===== src/rtl/muldiv_unit_if.sv =====
// -----------------------------------------------------------------------------
// muldiv_unit_if
// Bundles the operation request, MTHI/MTLO write and HI/LO result signals of
// the iterative multiply/divide unit.
//   start   : launch an operation (sampled only while the unit is idle)
//   op      : 00 MULT, 01 MULTU, 10 DIV, 11 DIVU
//   a, b    : operands rs / rt
//   hi_we   : MTHI write enable
//   lo_we   : MTLO write enable
//   wd      : MTHI/MTLO write data
//   hi, lo  : architectural HI/LO registers
//   busy    : operation in progress
//   done    : one-cycle pulse when HI/LO receive a result
// The master modport is the requester (control/datapath or a testbench);
// the slave modport is the unit itself.
// -----------------------------------------------------------------------------
interface muldiv_unit_if #(
    parameter int WIDTH = 32
);
    logic             start;
    logic [1:0]       op;
    logic [WIDTH-1:0] a;
    logic [WIDTH-1:0] b;
    logic             hi_we;
    logic             lo_we;
    logic [WIDTH-1:0] wd;
    logic [WIDTH-1:0] hi;
    logic [WIDTH-1:0] lo;
    logic             busy;
    logic             done;

    modport master (
        output start, op, a, b, hi_we, lo_we, wd,
        input  hi, lo, busy, done
    );

    modport slave (
        input  start, op, a, b, hi_we, lo_we, wd,
        output hi, lo, busy, done
    );
endinterface


===== src/rtl/muldiv_unit.sv =====
// -----------------------------------------------------------------------------
// muldiv_unit
// Iterative MIPS multiply/divide unit with architectural HI/LO registers.
// MULT/MULTU use shift-add, DIV/DIVU use restoring division; both run on the
// unsigned magnitudes for WIDTH iterations and then apply sign correction in
// a single FIX cycle. Latency from the start edge to HI/LO update: WIDTH+1.
// Ports:
//   clk    : rising-edge clock
//   reset  : asynchronous reset, active low
//   bus    : muldiv_unit_if slave modport (request, MT writes, results)
// -----------------------------------------------------------------------------
module muldiv_unit #(
    parameter int WIDTH = 32,
    parameter int CNT_W = 6
) (
    input  logic           clk,
    input  logic           reset,
    muldiv_unit_if.slave   bus
);

    typedef enum logic [1:0] {
        ST_IDLE = 2'd0,
        ST_RUN  = 2'd1,
        ST_FIX  = 2'd2
    } state_t;

    state_t             state_q, state_d;
    logic [CNT_W-1:0]   cnt_q, cnt_d;
    // acc: running product high half (multiply) or partial remainder (divide)
    logic [WIDTH-1:0]   acc_q, acc_d;
    // low: multiplier shifting out / product low half, or dividend shifting
    // out / quotient shifting in
    logic [WIDTH-1:0]   low_q, low_d;
    // opnd: multiplicand or divisor magnitude
    logic [WIDTH-1:0]   opnd_q, opnd_d;
    logic               is_div_q, is_div_d;
    logic               res_neg_q, res_neg_d;   // negate product / quotient
    logic               rem_neg_q, rem_neg_d;   // negate remainder
    logic [WIDTH-1:0]   hi_q, hi_d;
    logic [WIDTH-1:0]   lo_q, lo_d;
    logic               busy_q, busy_d;
    logic               done_q, done_d;

    // Operand decode for launch
    logic               op_signed;
    logic               a_neg, b_neg;
    logic [WIDTH-1:0]   a_mag, b_mag;

    assign op_signed = ~bus.op[0];
    assign a_neg     = op_signed & bus.a[WIDTH-1];
    assign b_neg     = op_signed & bus.b[WIDTH-1];
    // Negating 0x80000000 yields 0x80000000, which is the correct unsigned
    // magnitude, so the most negative value needs no special case.
    assign a_mag     = a_neg ? (~bus.a + 1'b1) : bus.a;
    assign b_mag     = b_neg ? (~bus.b + 1'b1) : bus.b;

    // One shift-add step: add multiplicand when the multiplier LSB is set,
    // then shift the {acc, low} pair right by one.
    logic [WIDTH:0]     mul_sum;
    assign mul_sum = {1'b0, acc_q} + {1'b0, (low_q[0] ? opnd_q : '0)};

    // One restoring-division step: shift the next dividend bit into the
    // partial remainder and try subtracting the divisor. The remainder is
    // always below the divisor, so the shifted value fits in WIDTH+1 bits
    // and bit WIDTH of the difference is the borrow.
    logic [WIDTH:0]     div_shift;
    logic [WIDTH:0]     div_diff;
    logic               div_borrow;
    assign div_shift  = {acc_q, low_q[WIDTH-1]};
    assign div_diff   = div_shift - {1'b0, opnd_q};
    assign div_borrow = div_diff[WIDTH];

    logic [2*WIDTH-1:0] prod_mag;
    logic [2*WIDTH-1:0] prod_fix;
    assign prod_mag = {acc_q, low_q};
    assign prod_fix = res_neg_q ? (~prod_mag + 1'b1) : prod_mag;

    always_ff @(posedge clk or negedge reset) begin
        if (!reset) begin
            state_q   <= ST_IDLE;
            cnt_q     <= '0;
            acc_q     <= '0;
            low_q     <= '0;
            opnd_q    <= '0;
            is_div_q  <= 1'b0;
            res_neg_q <= 1'b0;
            rem_neg_q <= 1'b0;
            hi_q      <= '0;
            lo_q      <= '0;
            busy_q    <= 1'b0;
            done_q    <= 1'b0;
        end else begin
            state_q   <= state_d;
            cnt_q     <= cnt_d;
            acc_q     <= acc_d;
            low_q     <= low_d;
            opnd_q    <= opnd_d;
            is_div_q  <= is_div_d;
            res_neg_q <= res_neg_d;
            rem_neg_q <= rem_neg_d;
            hi_q      <= hi_d;
            lo_q      <= lo_d;
            busy_q    <= busy_d;
            done_q    <= done_d;
        end
    end

    always_comb begin
        state_d   = state_q;
        cnt_d     = cnt_q;
        acc_d     = acc_q;
        low_d     = low_q;
        opnd_d    = opnd_q;
        is_div_d  = is_div_q;
        res_neg_d = res_neg_q;
        rem_neg_d = rem_neg_q;
        hi_d      = hi_q;
        lo_d      = lo_q;
        busy_d    = busy_q;
        done_d    = 1'b0;

        unique case (state_q)
            ST_IDLE: begin
                if (bus.hi_we) hi_d = bus.wd;
                if (bus.lo_we) lo_d = bus.wd;
                if (bus.start) begin
                    is_div_d  = bus.op[1];
                    low_d     = a_mag;
                    opnd_d    = b_mag;
                    acc_d     = '0;
                    cnt_d     = '0;
                    // A zero divisor must leave the all-ones quotient
                    // unnegated; the remainder (= dividend magnitude) with the
                    // dividend's sign then reproduces a exactly.
                    res_neg_d = (a_neg ^ b_neg) & ~(bus.op[1] & (bus.b == '0));
                    rem_neg_d = a_neg;
                    busy_d    = 1'b1;
                    state_d   = ST_RUN;
                end
            end

            ST_RUN: begin
                if (is_div_q) begin
                    if (div_borrow) begin
                        acc_d = div_shift[WIDTH-1:0];
                        low_d = {low_q[WIDTH-2:0], 1'b0};
                    end else begin
                        acc_d = div_diff[WIDTH-1:0];
                        low_d = {low_q[WIDTH-2:0], 1'b1};
                    end
                end else begin
                    acc_d = mul_sum[WIDTH:1];
                    low_d = {mul_sum[0], low_q[WIDTH-1:1]};
                end
                cnt_d = cnt_q + 1'b1;
                if (cnt_q == CNT_W'(WIDTH - 1)) begin
                    state_d = ST_FIX;
                end
            end

            ST_FIX: begin
                if (is_div_q) begin
                    lo_d = res_neg_q ? (~low_q + 1'b1) : low_q;
                    hi_d = rem_neg_q ? (~acc_q + 1'b1) : acc_q;
                end else begin
                    hi_d = prod_fix[2*WIDTH-1:WIDTH];
                    lo_d = prod_fix[WIDTH-1:0];
                end
                done_d  = 1'b1;
                busy_d  = 1'b0;
                state_d = ST_IDLE;
            end

            default: begin
                state_d = ST_IDLE;
                busy_d  = 1'b0;
            end
        endcase
    end

    assign bus.hi   = hi_q;
    assign bus.lo   = lo_q;
    assign bus.busy = busy_q;
    assign bus.done = done_q;

endmodule


===== src/flat_wrapper.sv =====
// flat-port wrapper written by rule: the top's interface ports become plain ports
module muldiv_unit_flat 
#(
    parameter int WIDTH = 32,
    parameter int CNT_W = 6
)
  (clk, reset, bus_start, bus_op, bus_a, bus_b, bus_hi_we, bus_lo_we, bus_wd, bus_hi, bus_lo, bus_busy, bus_done);
  muldiv_unit_if #(.WIDTH(WIDTH)) bus_i ();
  input  logic clk;
  input  logic reset;
  input wire logic [$bits(bus_i.start)-1:0] bus_start;
  input wire logic [$bits(bus_i.op)-1:0] bus_op;
  input wire logic [$bits(bus_i.a)-1:0] bus_a;
  input wire logic [$bits(bus_i.b)-1:0] bus_b;
  input wire logic [$bits(bus_i.hi_we)-1:0] bus_hi_we;
  input wire logic [$bits(bus_i.lo_we)-1:0] bus_lo_we;
  input wire logic [$bits(bus_i.wd)-1:0] bus_wd;
  output wire logic [$bits(bus_i.hi)-1:0] bus_hi;
  output wire logic [$bits(bus_i.lo)-1:0] bus_lo;
  output wire logic [$bits(bus_i.busy)-1:0] bus_busy;
  output wire logic [$bits(bus_i.done)-1:0] bus_done;
  assign bus_i.start = bus_start;
  assign bus_i.op = bus_op;
  assign bus_i.a = bus_a;
  assign bus_i.b = bus_b;
  assign bus_i.hi_we = bus_hi_we;
  assign bus_i.lo_we = bus_lo_we;
  assign bus_i.wd = bus_wd;
  assign bus_hi = bus_i.hi;
  assign bus_lo = bus_i.lo;
  assign bus_busy = bus_i.busy;
  assign bus_done = bus_i.done;
  muldiv_unit #(.WIDTH(WIDTH), .CNT_W(CNT_W)) u_core (.clk(clk), .reset(reset), .bus(bus_i));
endmodule

===== config.mk =====
export PLATFORM = sky130hd
export DESIGN_NAME = muldiv_unit_flat
export DESIGN_NICKNAME = d
export VERILOG_FILES = /design/src/rtl/muldiv_unit_if.sv /design/src/rtl/muldiv_unit.sv /design/src/flat_wrapper.sv
export SDC_FILE = /design/constraint.sdc
export NUM_CORES = 1
export LEC_CHECK = 0
export ABC_CLOCK_PERIOD_IN_PS = 9900
export BUFFER_PORTS_ARGS = -buffer_cell sky130_fd_sc_hd__clkbuf_2
export CAP_MARGIN = 10
export CORE_UTILIZATION = 45
export DETAILED_ROUTE_END_ITERATION = 16
export PLACE_DENSITY = 0.64
export SLEW_MARGIN = 30
export SYNTH_ARGS = -nofsm -noshare
export SYNTH_HDL_FRONTEND = slang
export SYNTH_SLANG_ARGS = --single-unit

===== constraint.sdc =====
create_clock -name clk -period 9.9 [get_ports clk]
set_input_delay 2.475 -clock clk [delete_from_list [all_inputs] [get_ports clk]]
set_output_delay 2.475 -clock clk [all_outputs]
set_load 0.005 [all_outputs]

# Word level (Yosys, flattened, before mapping)
# Index checks and enable logic that the tools add are counted.
# totals
regBits	173
output_inout_bits	66
inputBits	103
word_cells	78
# classes
mux	28
reduce_logical	10
bitwise	13
n_addsub	8
n_eq_ne	7
# op_table
operator	n
32-bit two-way mux	14
32-bit one-hot mux with 2 select lines	4
32-bit by 1-bit adder with 32-bit output, second input constant	4
32-bit inverter	4
64-bit by 1-bit adder with 64-bit output, second input constant	1
64-bit two-way mux	1
64-bit inverter	1
32-bit by 32-bit adder with 33-bit output	1
33-bit by 32-bit subtractor with 33-bit output	1
32-bit logical NOT	1
6-bit one-hot mux with 2 select lines	1
2-bit AND reduction	6
6-bit by 1-bit adder with 6-bit output, second input constant	1
6-bit by 5-bit == test with 1-bit output, second input constant	1
6-bit two-way mux	1
2-bit != test, second input constant	3
1-bit bitwise AND	4
2-bit two-way mux	2
2-bit one-hot mux with 2 select lines	1
2-bit nonzero test	2
1-bit two-way mux	3
1-bit inverter	3
2-bit by 1-bit == test with 1-bit output, second input constant	1
2-bit == test, second input constant	1
4 further kinds	4

# Logic depth before layout (Yosys ltp)
# Gate-level depths: netlist (run 1).
# logic_depth
ltp_word	5
ltp_mapped	14
depth_no_buf	13

# Worst setup path after synthesis (run 1)
# No wires, ideal clock.
# synth_path
kind	input port to flip-flop
startpoint	input port bus_b[8]
endpoint	register u_core.opnd_q[29]
t_arrival_ns	4.224
setup_slack_ns	5.540
path_buffers	0
setup_ns	0.136
t_required_ns	9.764
cell_stages	9
cell_sequence	nor3_1 nand2_1 nor4_1 and2_2 nand3_1 nor4_1 a21oi_1 xnor2_1 o21ai_0
# synth_between
elab_chain_len	3
# synth_rtl
item	line	source
start, declared	flat_wrapper.sv:14	input wire logic [$bits(bus_i.b)-1:0] bus_b;
32-bit inverter	muldiv_unit.sv:55	assign b_mag = b_neg ? (~bus.b + 1'b1) : bus.b;
32-bit by 1-bit adder with 32-bit output	muldiv_unit.sv:55	
32-bit two-way mux	muldiv_unit.sv:55	
end signal, assigned	muldiv_unit.sv:97	opnd_q <= opnd_d;
end, declared	muldiv_unit.sv:35	logic [WIDTH-1:0] opnd_q, opnd_d;
# No other way between the ends.
# A chain may end at the register's enable or synchronous reset.

# Worst setup path after layout (run 1)
# layout_path
startpoint	input port bus_b[6]
endpoint	register u_core.opnd_q[29]
# Same word-level chain as after synthesis.

==> metrics.json, run 1 <==
{
  "status": "finished clean",
  "drtPass1Iterations": 5,
  "cts.repair.resized": 0,
  "fp-row-count": 65,
  "clock_network_latency_to_the_later_pin_of_the_worst_skew_pair_ns": 0.45,
  "setup_repair_after_global_routing_missed_its_margin": "false",
  "crit-reg2reg-capture": "u_core.acc_q[17]",
  "critical_path.startpoint": "bus_b[6]",
  "cts-htree-levels": 4,
  "layout_commonest_cell": "sky130_fd_sc_hd__nand2_1",
  "globalplace.congestion": 0.947,
  "fmax_ghz": 0.226,
  "fin_setup_tns_ns": 0,
  "finalHoldWorstSlack_ns": 0.481,
  "synth_enable_flop_cells": 0,
  "global_route.peak_usage_layer": "met2",
  "clock_sinks": 173,
  "grt_pass1_wl_mm": 73.7,
  "crit_required_ns": 10.20,
  "grt_max_degree": 103,
  "placed_cells_incl_taps": 2319,
  "slew_violations": 0,
  "die_height_um": 182,
  "routed_wire_length_per_instance_um": 19.9,
  "synth-xor-area-share_pct": 10.5,
  "finalCritPeriodShare_pct": 44.8,
  "vdd_ir_drop_max_uv": 202,
  "globalRouteMet2Util_pct": 43.4,
  "start_util_pct": 45.9,
  "post-route-drc-count": 0,
  "fill_cells": 3161,
  "placed_cell_area_mm2": 0.0156,
  "syn_area_mm2": 0.0146,
  "fraction_of_the_mapped_netlist_area_in_adder_cells_pct": 6.20,
  "clkSlewWorstSetupHoldPaths_ns": 0.07,
  "antennaDiodeCount": 0,
  "mappedNetlistNets": 2008,
  "period_needed_ns": 4.43,
  "setup_ws_final_ns": 5.47,
  "timing.critical_path.arrival_ns": 4.73,
  "post_layout_cell_count": 2351,
  "yosysWarningCount": 0,
  "syn2layout_area_growth_pct": 11.2,
  "classification_of_the_worst_setup_path": "in2reg",
  "post_route_cells_drive_above_1_share_pct": 13.7,
  "synth_top_family_by_area": "compound AO/OA/AOI/OAI gates",
  "detail_routed_via_count_per_cell": 5.95,
  "grt.met3_usage_pct": 4.93,
  "cellPowerDensity_mw_per_mm2": 329,
  "finalWirelength_mm": 46.8,
  "holdBufCountCts": 0,
  "post-cts-setup-buffer-count": 0,
  "simple_gate_area_share_of_the_yosys_netlist_pct": 19.3,
  "die_x_um": 182,
  "postSynthRegisterBits": 173,
  "hold_path_class": "reg2reg",
  "postRouteAntennaNets": 0,
  "avgSynthCellArea_um2": 7.94,
  "final_cell_mix": "sky130_fd_sc_hd__nand2_1, sky130_fd_sc_hd__o21ai_0, sky130_fd_sc_hd__dfrtp_1",
  "post-dp-hpwl_mm": 35.8,
  "die-area_mm2": 0.0331,
  "synth_compound_gate_area_share_pct": 25.0,
  "global_route_track_usage_on_met1_pct": 41.1,
  "post-route-cell-area_mm2": 0.0162,
  "design.core.area_mm2": 0.0317,
  "detail_route.iter0.violations": 1179,
  "globalRouteTotalUtil_pct": 28.4,
  "crit_path_end": "u_core.opnd_q[29]",
  "tritoncts_clock_tree": "yes",
  "ys_async_sr_fraction_pct": 100,
  "port_buffers": 168,
  "r2r_cell_count": 13,
  "post-place-ws_ns": 4.99,
  "number_of_max_cap_violations": 0,
  "pin_count": 169,
  "max_slew_margin_pct": 37.0,
  "total_leakage_power_nw": 7.18,
  "synth-seq-area-share_pct": 29.7,
  "multiplexer_area_fraction_after_synthesis_pct": 4.48,
  "grt_pass1_vias": 13200,
  "detailroute.via_count": 13993,
  "rrSetupSlack_ns": 5.56,
  "netlist_instances": 1834,
  "antenna_found_initial": 0,
  "clock_tree.root_cell": "sky130_fd_sc_hd__clkbuf_16",
  "setup_violations": 0,
  "timing.critical_path.from_type": "input pin",
  "cts_inserted_buffers": 17,
  "timing.clock.skew_ns": 0.0158,
  "synth.distinct_cells": 92,
  "crit_path_end_kind": "register",
  "crit-reg2reg-launch": "u_core.low_q[31]",
  "most_instantiated_flip_flop_cell_in_the_synthesis_netlist": "sky130_fd_sc_hd__dfrtp_1",
  "final-hold-violation-count": 0,
  "tightest_slew_ns": 0.943,
  "path_max_fanout": 5,
  "clk_path_buf_depth": 2,
  "grt-ovfl-total": 0,
  "number_of_nets_in_the_finished_design": 2110
}
[critical path, stage by stage]
cell	delay [ns]
sky130_fd_sc_hd__clkbuf_2	0.11
sky130_fd_sc_hd__nor3_1	0.29
sky130_fd_sc_hd__nand2_1	0.15
sky130_fd_sc_hd__nor4_1	0.41
sky130_fd_sc_hd__and2_2	0.29
sky130_fd_sc_hd__nand3_1	0.16
sky130_fd_sc_hd__nor4_1	0.45
sky130_fd_sc_hd__a21oi_1	0.16
sky130_fd_sc_hd__xnor2_1	0.15
sky130_fd_sc_hd__o21ai_0	0.08
[cells by family (layout without fill, tap and decap cells)]
family | after synthesis | in the layout
AO/OA/AOI/OAI | 595 | 595
XOR/XNOR | 172 | 172
adder cells (fa/ha/maj) | 71 | 71
buffers and inverters | 162 | 277
flip-flops | 173 | 173
multiplexers | 65 | 65
AND/OR/NAND/NOR | 596 | 596
[worst min-delay path by stage]
stage | from | end | cells after the start
floorplan | u_core.opnd_q[10] | u_core.opnd_q[10] | 2
global placement | u_core.bus.hi[27] | u_core.bus.hi[27] | 2
detailed placement | u_core.res_neg_q | u_core.res_neg_q | 2
global route | u_core.bus.hi[0] | u_core.bus.hi[0] | 2
finish | u_core.opnd_q[6] | u_core.opnd_q[6] | 2
CTS | u_core.bus.lo[27] | u_core.bus.lo[27] | 2
[routing by layer]
layer	routed length, µm	up-vias	part of all wire, %
met5	0	-	0
met4	943	0	2.0
met2	20100	561	43
met3	3790	56	8.1
li1	-	6744	-
met1	21900	6632	47
[state kept, by name (all words and copies together) (netlist names), 2 cells and up]
| name | flops |
|---|---|
| u_core.bus.lo | 32 |
| u_core.cnt_q | 6 |
| u_core.opnd_q | 32 |
| u_core.state_q | 2 |
| u_core.acc_q | 32 |
| u_core.bus.hi | 32 |
| u_core.low_q | 32 |
[synthesized netlist by cell type (all sizes together), types with 8 or more instances]
cell type	instances	area [µm²]
ha	69	863
nand3	28	140
or3	9	56.3
nor4	18	158
a21oi	160	812
o22ai	13	81.3
o41ai	13	144
nor3	32	176
nand2	245	922
o21bai	10	75.1
dfrtp	173	4330
a21o	18	135
nor2	159	602
or4	8	75.1
xor2	77	674
o21a	12	90.1
nor2b	16	115
nand4	15	115
mux2i	63	631
xnor2	95	851
and2	13	83.8
inv	61	229
a22oi	22	165
o21ai	231	1160
clkbuf	77	322
buf	22	145
nand2b	24	153
a31oi	18	134
and3	13	81.3
o31ai	40	324
[report_power, final]
group          total [mW]  internal [mW]  switching (mW)
Combinational        3.19           1.32            1.87
Sequential           1.42          0.964           0.451
Clock               0.710          0.352           0.358
Total                5.32           2.64            2.68
[metrics by stage]
stage	power (mW)	util, %
final	5.32	51.0
after global routing	5.71	51.0
after CTS	5.27	51.0
after detailed placement	4.55	49.2
after global placement	4.50	49.1
after floorplan	3.65	-
[layout make-up]
cell class	count	area, µm²	area share, %
clock buffer	19	453	2.80
timing repair buffer	184	975	6.02
tap	402	503	3.11
clock inverter	13	135	0.835
multi-input combinational	1499	9570	59.1
sequential	173	4330	26.7
inverter	61	229	1.41
(Power assumes the default switching activity.)
==> run 2: changes to the inputs <==
--- a/config.mk
+++ b/config.mk
@@ -5,12 +5,12 @@
 export SDC_FILE = /design/constraint.sdc
 export NUM_CORES = 1
 export LEC_CHECK = 0
-export ABC_CLOCK_PERIOD_IN_PS = 9900
+export ABC_CLOCK_PERIOD_IN_PS = 3900
 export BUFFER_PORTS_ARGS = -buffer_cell sky130_fd_sc_hd__clkbuf_2
 export CAP_MARGIN = 10
 export CORE_UTILIZATION = 45
 export DETAILED_ROUTE_END_ITERATION = 16
-export PLACE_DENSITY = 0.64
+export PLACE_DENSITY = 0.67
 export SLEW_MARGIN = 30
 export SYNTH_ARGS = -nofsm -noshare
 export SYNTH_HDL_FRONTEND = slang
==> constraint.sdc (replaced) <==
create_clock -name clk -period 3.9 [get_ports clk]
set_input_delay 0.975 -clock clk [delete_from_list [all_inputs] [get_ports clk]]
set_output_delay 0.975 -clock clk [all_outputs]
set_load 0.005 [all_outputs]
==> run 2 against run 1 <==
  * Clock-buffer cell count is 2 lower
  * Sequential share of layout area down 0.26 points
  * Power increased to 2.6 times the previous value
  * Largest power group unchanged
  * Highest routed layer unchanged
==> metrics.json, run 2 (synthesis gave the netlist of run 1 again) <==
{
  "status": "finished clean",
  "slowest_stage_delay_cp_ns": 0.40,
  "die_height_um": 182,
  "crit-reg2reg-capture": "u_core.acc_q[17]",
  "cts-htree-levels": 4,
  "crit-reg2reg-launch": "u_core.low_q[31]",
  "routed_wire_length_per_instance_um": 19.9,
  "detail_routed_via_count_per_cell": 5.93,
  "port_buffers": 168,
  "number_of_nets_in_the_finished_design": 2121,
  "global_route_track_usage_on_met1_pct": 41.7,
  "grt-ovfl-total": 0,
  "crit_required_ns": 4.20,
  "clock_network_latency_to_the_later_pin_of_the_worst_skew_pair_ns": 0.46,
  "tightest_slew_ns": 0.890,
  "global_route.peak_usage_layer": "met2",
  "critical_path.startpoint": "u_core.low_q[31]",
  "clkSlewWorstSetupHoldPaths_ns": 0.08,
  "fin_setup_tns_ns": 0,
  "crit_path_end_kind": "register",
  "fill_cells": 3138,
  "path_max_fanout": 21,
  "layout.area.seq_mm2": 0.00433,
  "slew_violations": 0,
  "tritoncts_clock_tree": "yes",
  "multi_input_comb_area_mm2": 0.00957,
  "post-route-drc-count": 0,
  "post-cts-setup-buffer-count": 0,
  "cellInternalPower_mw": 6.90,
  "final-hold-violation-count": 0,
  "timing.critical_path.from_type": "register",
  "r2r_cell_count": 13,
  "power.share.clock_pct": 13.6,
  "drtPass1Iterations": 5,
  "antenna_found_initial": 0,
  "period_needed_ns": 3.54,
  "post-route-cell-area_mm2": 0.0163,
  "post_route_cells_drive_above_1_share_pct": 14.2,
  "postRouteAntennaNets": 0,
  "post-route-util_pct": 51.5,
  "cpLargestDelayFamily": "compound AO/OA/AOI/OAI gates",
  "cts_inserted_buffers": 17,
  "post-place-ws_ns": 0.365,
  "finalWirelength_mm": 47.1,
  "detailroute.via_count": 14017,
  "crit_path_end": "u_core.acc_q[17]",
  "total_power_mw": 13.7,
  "design.core.area_mm2": 0.0317,
  "setup_repair_after_global_routing_missed_its_margin": "false",
  "switching_power_as_a_share_of_total_power_pct": 49.4,
  "placed_cell_area_mm2": 0.0157,
  "switching_power_mw": 6.75,
  "setup_ws_final_ns": 0.362,
  "final_cell_mix": "sky130_fd_sc_hd__nand2_1, sky130_fd_sc_hd__o21ai_0, sky130_fd_sc_hd__dfrtp_1",
  "globalplace.congestion": 0.974,
  "layout_commonest_cell": "sky130_fd_sc_hd__nand2_1",
  "cts.repair.resized": 0,
  "critical_path_cell_count": 13,
  "clock_tree.root_cell": "sky130_fd_sc_hd__clkbuf_16",
  "grt_max_degree": 81,
  "hold_path_class": "reg2reg",
  "fp-row-count": 65,
  "grt.met3_usage_pct": 3.71,
  "detail_route.iter0.violations": 1107,
  "vdd_ir_drop_max_uv": 403,
  "number_of_max_cap_violations": 0,
  "grt_pass1_wl_mm": 74.3,
  "critical_path_buf_inv_count": 2,
  "cp_cell_sequence": "inv_1 -> ha_1 -> fa_1 -> nand2b_1 -> a21oi_1 -> nor3_1 -> o21a_1 -> a21oi_4 -> a31oi_4 -> xnor2_4 -> buf_12 -> mux2i_1 -> o21ai_0",
  "rrSetupSlack_ns": 0.36,
  "logic_pwr_share_pct": 60.6,
  "timing.critical_path.arrival_ns": 3.84,
  "syn2layout_area_growth_pct": 12.2,
  "globalRouteMet2Util_pct": 43.9,
  "globalRouteTotalUtil_pct": 28.7,
  "finalCritPeriodShare_pct": 90.7,
  "max_slew_margin_pct": 40.6,
  "grt_pass1_vias": 13304,
  "die-area_mm2": 0.0331,
  "clk_path_buf_depth": 2,
  "classification_of_the_worst_setup_path": "reg2reg",
  "cellPowerDensity_mw_per_mm2": 835,
  "die_x_um": 182,
  "pin_count": 169,
  "holdBufCountCts": 0,
  "antennaDiodeCount": 0,
  "setup_violations": 0,
  "start_util_pct": 45.9,
  "clock_sinks": 173,
  "total_leakage_power_nw": 7.27,
  "post-dp-hpwl_mm": 36.6,
  "seq_power_share_pct": 25.8,
  "timing.critical_path.slowest_stage_cell": "sky130_fd_sc_hd__fa_1",
  "fmax_ghz": 0.283,
  "timing.clock.skew_ns": 0.0142
}
run 2: worst register-to-register path, stage by stage, from the launching register on:
cell	delay [ns]
sky130_fd_sc_hd__dfrtp_1	0.39
sky130_fd_sc_hd__inv_1	0.11
sky130_fd_sc_hd__ha_1	0.22
sky130_fd_sc_hd__fa_1	0.40
sky130_fd_sc_hd__nand2b_1	0.18
sky130_fd_sc_hd__a21oi_1	0.25
sky130_fd_sc_hd__nor3_1	0.15
sky130_fd_sc_hd__o21a_1	0.29
sky130_fd_sc_hd__a21oi_4	0.25
sky130_fd_sc_hd__a31oi_4	0.14
sky130_fd_sc_hd__xnor2_4	0.28
sky130_fd_sc_hd__buf_12	0.24
sky130_fd_sc_hd__mux2i_1	0.36
sky130_fd_sc_hd__o21ai_0	0.13
run 2: metal layers:
layer	vias to the layer above	share of wire, %
li1	6760	-
met1	6648	48
met2	543	43
met3	66	6.4
met4	0	2.6
met5	-	0
run 2: stage by stage:
step / cells / hold WS, ns
5_1_grt: 2362 / 0.503
3_5_place_dp: 2330 / 0.465
4_1_cts: 2362 / 0.482
3_3_place_gp: 2330 / 0.460
6_report: 2362 / 0.482
2_1_floorplan: 1834 / 0.450
run 2: worst min-delay path by stage:
stage	startpoint	end	slack, ns	depth (start not counted)
finish	u_core.bus.lo[6]	u_core.bus.lo[6]	0.48	2
global route	u_core.bus.lo[12]	u_core.bus.lo[12]	0.50	2
CTS	u_core.bus.lo[6]	u_core.bus.lo[6]	0.48	2
detailed placement	u_core.bus.lo[6]	u_core.bus.lo[6]	0.46	2
global placement	u_core.bus.lo[16]	u_core.bus.lo[16]	0.46	2
floorplan	u_core.opnd_q[10]	u_core.opnd_q[10]	0.45	2
run 2: final cells by class:
class | count | area share [%]
well taps | 402 | 3.08
inverters | 61 | 1.40
flip-flops and latches | 173 | 26.5
clock buffers | 17 | 2.60
repair buffers | 195 | 6.73
multi-input cells | 1499 | 58.5
clock inverters | 15 | 1.18
run 2: power by group through the flow:
stage	clock network [mW]	logic (mW)	registers (mW)
3_5_place_dp	0	8.10	3.50
6_report	1.86	8.27	3.52
4_1_cts	1.88	8.15	3.47
2_1_floorplan	0	6.17	3.10
3_3_place_gp	0	8.06	3.48
5_1_grt	1.96	9.10	3.60
